===== config.mk =====
export PLATFORM = sky130hd
export DESIGN_NAME = i2c_target
export DESIGN_NICKNAME = d
export VERILOG_FILES = /design/src/rtl/i2c_target.sv
export SDC_FILE = /design/constraint.sdc
export NUM_CORES = 1
export LEC_CHECK = 0
export CORE_UTILIZATION = 56
export DETAILED_ROUTE_END_ITERATION = 12
export PLACE_DENSITY = 0.8
export SLEW_MARGIN = 10
export SYNTH_ARGS = -nofsm -noshare
export SYNTH_HDL_FRONTEND = slang
export SYNTH_SLANG_ARGS = --single-unit

===== constraint.sdc =====
create_clock -name clk -period 2.1 [get_ports clk]
set_input_delay 0.63 -clock clk [delete_from_list [all_inputs] [get_ports clk]]
set_output_delay 0.63 -clock clk [all_outputs]
set_load 0.005 [all_outputs]

===== src/rtl/i2c_target.sv =====
// I2C/SCCB target: oversampled SCL/SDA, START/STOP decode, 7-bit address match,
// sub-address + write data to an external register file, and register read-back.
module i2c_target #(
  parameter logic [6:0] DEV_ADDR = 7'h21,
  parameter int         HOLD     = 4
) (
  input  logic       clk,
  input  logic       rst_n,
  input  logic       scl_in,
  input  logic       sda_in,
  output logic       sda_oe,
  output logic [7:0] reg_addr,
  output logic       wr_stb,
  output logic [7:0] wr_data,
  input  logic [7:0] rd_data,
  output logic       busy
);

  localparam int HW = (HOLD < 1) ? 1 : $clog2(HOLD + 1);
  localparam logic [HW-1:0] HOLD_LD = HW'(HOLD);
  localparam logic [HW-1:0] HOLD_ONE = HW'(1);

  typedef enum logic [3:0] {
    IDLE, DEV, DEV_ACK, SUB, SUB_ACK, WDATA, WDATA_ACK, RDATA, RDATA_ACK, IGNORE
  } state_t;

  state_t          state_reg, state_next;
  logic [2:0]      scl_sync_reg, sda_sync_reg;
  logic [2:0]      bit_cnt_reg;
  logic [6:0]      rx_sr_reg;
  logic [7:0]      tx_sr_reg;
  logic [HW-1:0]   hold_cnt_reg;
  logic            rw_reg;
  logic            sda_oe_reg;
  logic            wr_stb_reg;
  logic [7:0]      wr_data_reg;
  logic [7:0]      reg_addr_reg;

  logic scl, sda, scl_rise, scl_fall, start_det, stop_det, byte_last, hold_fire, in_byte;

  // Stage [1] is the synchronized value; stage [2] is its previous sample for edge detection.
  assign scl       = scl_sync_reg[1];
  assign sda       = sda_sync_reg[1];
  assign scl_rise  = scl & ~scl_sync_reg[2];
  assign scl_fall  = ~scl & scl_sync_reg[2];
  assign start_det = scl & scl_sync_reg[2] & sda_sync_reg[2] & ~sda;
  assign stop_det  = scl & scl_sync_reg[2] & ~sda_sync_reg[2] & sda;
  assign byte_last = (bit_cnt_reg == 3'd7);
  assign hold_fire = (hold_cnt_reg == HOLD_ONE);
  assign in_byte   = (state_reg == DEV) || (state_reg == SUB) ||
                     (state_reg == WDATA) || (state_reg == RDATA);

  always_comb begin
    state_next = state_reg;
    if (start_det) begin
      state_next = DEV;
    end else if (stop_det) begin
      state_next = IDLE;
    end else if (scl_rise) begin
      case (state_reg)
        DEV:       if (byte_last) state_next = (rx_sr_reg == DEV_ADDR) ? DEV_ACK : IGNORE;
        DEV_ACK:   state_next = rw_reg ? RDATA : SUB;
        SUB:       if (byte_last) state_next = SUB_ACK;
        SUB_ACK:   state_next = WDATA;
        WDATA:     if (byte_last) state_next = WDATA_ACK;
        WDATA_ACK: state_next = WDATA;
        RDATA:     if (byte_last) state_next = RDATA_ACK;
        RDATA_ACK: state_next = sda ? IGNORE : RDATA;
        default:   state_next = state_reg;
      endcase
    end
  end

  always_ff @(posedge clk or negedge rst_n) begin
    if (!rst_n) begin
      state_reg    <= IDLE;
      scl_sync_reg <= 3'b111;
      sda_sync_reg <= 3'b111;
      bit_cnt_reg  <= 3'd0;
      rx_sr_reg    <= 7'd0;
      tx_sr_reg    <= 8'd0;
      hold_cnt_reg <= '0;
      rw_reg       <= 1'b0;
      sda_oe_reg   <= 1'b0;
      wr_stb_reg   <= 1'b0;
      wr_data_reg  <= 8'd0;
      reg_addr_reg <= 8'd0;
    end else begin
      scl_sync_reg <= {scl_sync_reg[1:0], scl_in};
      sda_sync_reg <= {sda_sync_reg[1:0], sda_in};
      state_reg    <= state_next;
      wr_stb_reg   <= 1'b0;
      if (wr_stb_reg) reg_addr_reg <= reg_addr_reg + 8'd1;

      if (start_det || stop_det) begin
        bit_cnt_reg  <= 3'd0;
        hold_cnt_reg <= '0;
        sda_oe_reg   <= 1'b0;
      end else begin
        if (scl_rise) begin
          rx_sr_reg <= {rx_sr_reg[5:0], sda};
          if (in_byte) bit_cnt_reg <= bit_cnt_reg + 3'd1;
          if (state_reg == DEV && byte_last) rw_reg <= sda;
          if (state_reg == SUB && byte_last) reg_addr_reg <= {rx_sr_reg, sda};
          if (state_reg == WDATA && byte_last) begin
            wr_data_reg <= {rx_sr_reg, sda};
            wr_stb_reg  <= 1'b1;
          end
          if (state_reg == RDATA_ACK) reg_addr_reg <= reg_addr_reg + 8'd1;
        end

        if (scl_fall) hold_cnt_reg <= HOLD_LD;
        else if (hold_cnt_reg != '0) hold_cnt_reg <= hold_cnt_reg - HOLD_ONE;

        // SDA only changes here, HOLD cycles into the SCL low phase.
        if (hold_fire) begin
          case (state_reg)
            DEV_ACK, SUB_ACK, WDATA_ACK: sda_oe_reg <= 1'b1;
            RDATA: begin
              if (bit_cnt_reg == 3'd0) begin
                tx_sr_reg  <= rd_data;
                sda_oe_reg <= ~rd_data[7];
              end else begin
                sda_oe_reg <= ~tx_sr_reg[3'd7 - bit_cnt_reg];
              end
            end
            default: sda_oe_reg <= 1'b0;
          endcase
        end
      end
    end
  end

  assign sda_oe   = sda_oe_reg;
  assign reg_addr = reg_addr_reg;
  assign wr_stb   = wr_stb_reg;
  assign wr_data  = wr_data_reg;
  assign busy     = (state_reg != IDLE);

endmodule


==> impl_results.md <==
- Seq cells post-synth: 50
- Sequential area share after synthesis: 46.2%
- Global Route Usage Sum: between 20% and 30%
- VDD IR max: 547 µV
- Die X: 71.8 µm
- CTS root buf: clkbuf_8
- Minimum clock period after layout: 2030 ps
- Crit path cell chain: buf_4 > or4b_1 > o2111a_1 > o22ai_1 > mux2_2
- Reg clk slew, reported paths: 90 ps
- Switching Power: 1.22 mW
- Starting DRT DRC Count: 365
- Vias per cell: 6.08
- Rows: 25
- Post-synth top area share: 40.4%
- Status: finished, violations left
- Setup violators final: 0
- Syn_nets: 280
- Combinational Power Share: 39.2%
- Sw frac: 36.6%
- GR Overflow Total: 0
- Worst hold slack: 287 ps
- N_diodes: 0
- Pwr/cell area: a little over 1000 mW/mm²
- DR pass1 iterations: 8
- Starting Density: 58.1%
- Hold/Removal Path Class: in -> async
- Mapped Area: ~0.0027 mm²
- Crit Path Class: reg -> reg
- Post-synth EDFFs: 0
- Critical Path AT: 2280 ps
- Layout cell share with drive strength beyond 1: 19.0%
- Dominant cells by area after synthesis: dfrtp_1, dfstp_2, nand2_1, mux2_2, mux2_1
- Final Max Slew Viols: 0
- Die area: 0.00515 mm²
- Average cell area after synthesis: 10.4 µm²
- CP Capture Type: flop
- Post-synth top flop: dfrtp_1
- IO Count: 31
- CTS tree: yes
- Pint: 2.12 mW
- Clock group share of total power: around 17%
- Leak: 1.39 nW
- Slew headroom: 73.0%
- Worst-Margin Slew: 405 ps
- Initial antenna violation count: 0
- Max Cap Viol: 0
- CP max stage cell: or4b_1
- Async SR Flop Fraction: 100%
- DRC Markers: 2
- Die height: 71.8 µm
- Quantity of I/O buffers inserted on ports: 30
- Violated checks: DRC
- Skew-Pair Late Insertion Delay: between 300 and 400 ps
- Worst-path fanout max: 9
- Final worst path period share: approximately 97%
- Post-route antenna net violation count: 0
- Final count of hold timing violations: 0
- RSZ-0062 raised after global routing: no
- Via count: 2153
- Reg power frac: around 43%
- Yosys synthesis warning count: 0
- Number of global-route vias before repair: 1989
- Critical path buffers and inverters: 1
- Final total negative setup slack: 0 ps
- Fillcell total: 361
- Fmax: between 400 and 500 MHz
- CP Data Required Time: 2360 ps
- DR WL/cell: 16.1 µm
- Crit path launch type: flop
- Core Box Area: 0.00469 mm²
- CP max stage delay: 700 ps
- Final Skew: 2.72 ps
- Area delta synth->final: 19.6%
- Cells after Synth: 261
- Largest area contributor in the netlist: dfrtp_1
- H-Tree Depth: 2
- Yosys cell types: 63
- Pre-CTS setup slack: 172 ps
- CTS buffer count: 5
- CP top delay family: simple AND/OR/NAND/NOR gates
- Post-Route WL: 5.69 mm
- First-pass GRT wire length: ~9.6 mm
- Final nets: about 320
- Largest net degree at the start of global routing: 51
- Clock Sink Count: 50
- PnR worst setup slack: 72.0 ps
- Clock buffer depth: 2
- HPWL after DPL: 3.99 mm
- RePlAce Congestion: 0.846
==> final timing paths <==
check | startpoint | to | slack (ps) | cells past startpoint
hold / removal | rst_n | hold_cnt_reg[1] | 290 | 2
hold reg to reg | scl_sync_reg[0] | scl_sync_reg[1] | 360 | 0
max in group asynchronous | rst_n | sda_sync_reg[2] | 1530 | 2
setup / recovery | state_reg[1] | state_reg[0] | 70 | 5
setup reg to reg | state_reg[1] | state_reg[0] | 70 | 5
min in group clk | scl_sync_reg[0] | scl_sync_reg[1] | 360 | 0
==> kinds of logic after synthesis <==
group | synth area share [%]
buf+inv | 3.85
flops | 46.2
compound gates | 14.5
fa+ha+maj | 3.21
mux | 10.6
xor+xnor | 1.61
simple gates | 20.1
==> final cells by class <==
| type | instances | area, µm² | area share [%] |
|---|---|---|---|
| multi-input cells | 188 | 1370 | 42.1 |
| flip-flops and latches | 50 | 1260 | 38.7 |
| repair buffers | 46 | 439 | 13.5 |
| clock buffers | 5 | 68.8 | 2.11 |
| well taps | 54 | 67.6 | 2.07 |
| inverters | 8 | 30.0 | 0.921 |
| clock inverters | 3 | 22.5 | 0.691 |
==> placed cells by master, fill, tap and decap left out, types with 3 or more instances in the layout <==
cell type        netlist  routed
a211oi_1               6       6
a21oi_1               13      13
and3_1                 3       3
buf_4                  0      14
clkbuf_8               0       5
clkdlybuf4s50_1        0      28
dfrtp_1               44      42
dfstp_2                6       6
ha_1                   7       7
inv_1                  8       8
mux2_1                 8       8
mux2_2                10      10
mux2i_1                4       4
nand2_1               35      35
nand2b_1              10      10
nand3_1                4       4
nand4_1                4       4
nor2_1                10      10
nor2b_1                3       3
nor3_1                 6       6
nor4_1                 3       3
o21ai_0                7       6
o22ai_1                5       5
o31ai_1                3       3
xor2_1                 3       3
==> layer usage <==
layer  track usage (%)  wire length [µm]  up-vias
met2              36.7              2650       78
met1              35.5              2630     1027
li1                  -                 -     1037
met3              4.92               311       11
met4              6.75                98        0
met5                 0                 0        -
==> through the flow <==
step	area [µm²]	std cells	utilization [%]	total power, mW
after floorplan	2730	261	-	2.29
after global placement	3140	344	67.0	2.67
after detailed placement	3140	344	67.0	2.72
after CTS	3260	354	69.5	3.35
after global routing	3260	354	69.5	3.55
final	3260	354	69.5	3.34
==> power by group through the flow <==
stage	clock, mW	sequential, mW	combinational, mW
2_1_floorplan	0	1.40	0.889
3_3_place_gp	0	1.44	1.22
3_5_place_dp	0	1.46	1.26
4_1_cts	0.600	1.45	1.31
5_1_grt	0.627	1.49	1.43
6_report	0.582	1.45	1.31
==> synthesized netlist by cell type (3+ instances only) <==
master and instances:
dfrtp_1 44, nand2_1 35, a21oi_1 13, mux2_2 10, nand2b_1 10, nor2_1 10
buf_2 8, inv_1 8, mux2_1 8, ha_1 7, o21ai_0 7, a211oi_1 6
dfstp_2 6, nor3_1 6, o22ai_1 5, clkbuf_1 4, mux2i_1 4, nand3_1 4
nand4_1 4, and3_1 3, nor2b_1 3, nor4_1 3, o31ai_1 3, xor2_1 3
==> repair_timing <==
item,in CTS,in global routing
pin swaps,1,0
cloned,0,0
hold buffers,0,0
buffers inserted,2,0
setup endpoints to repair,1,2
resized for setup,3,2
Power figures use the tool's default switching activity.
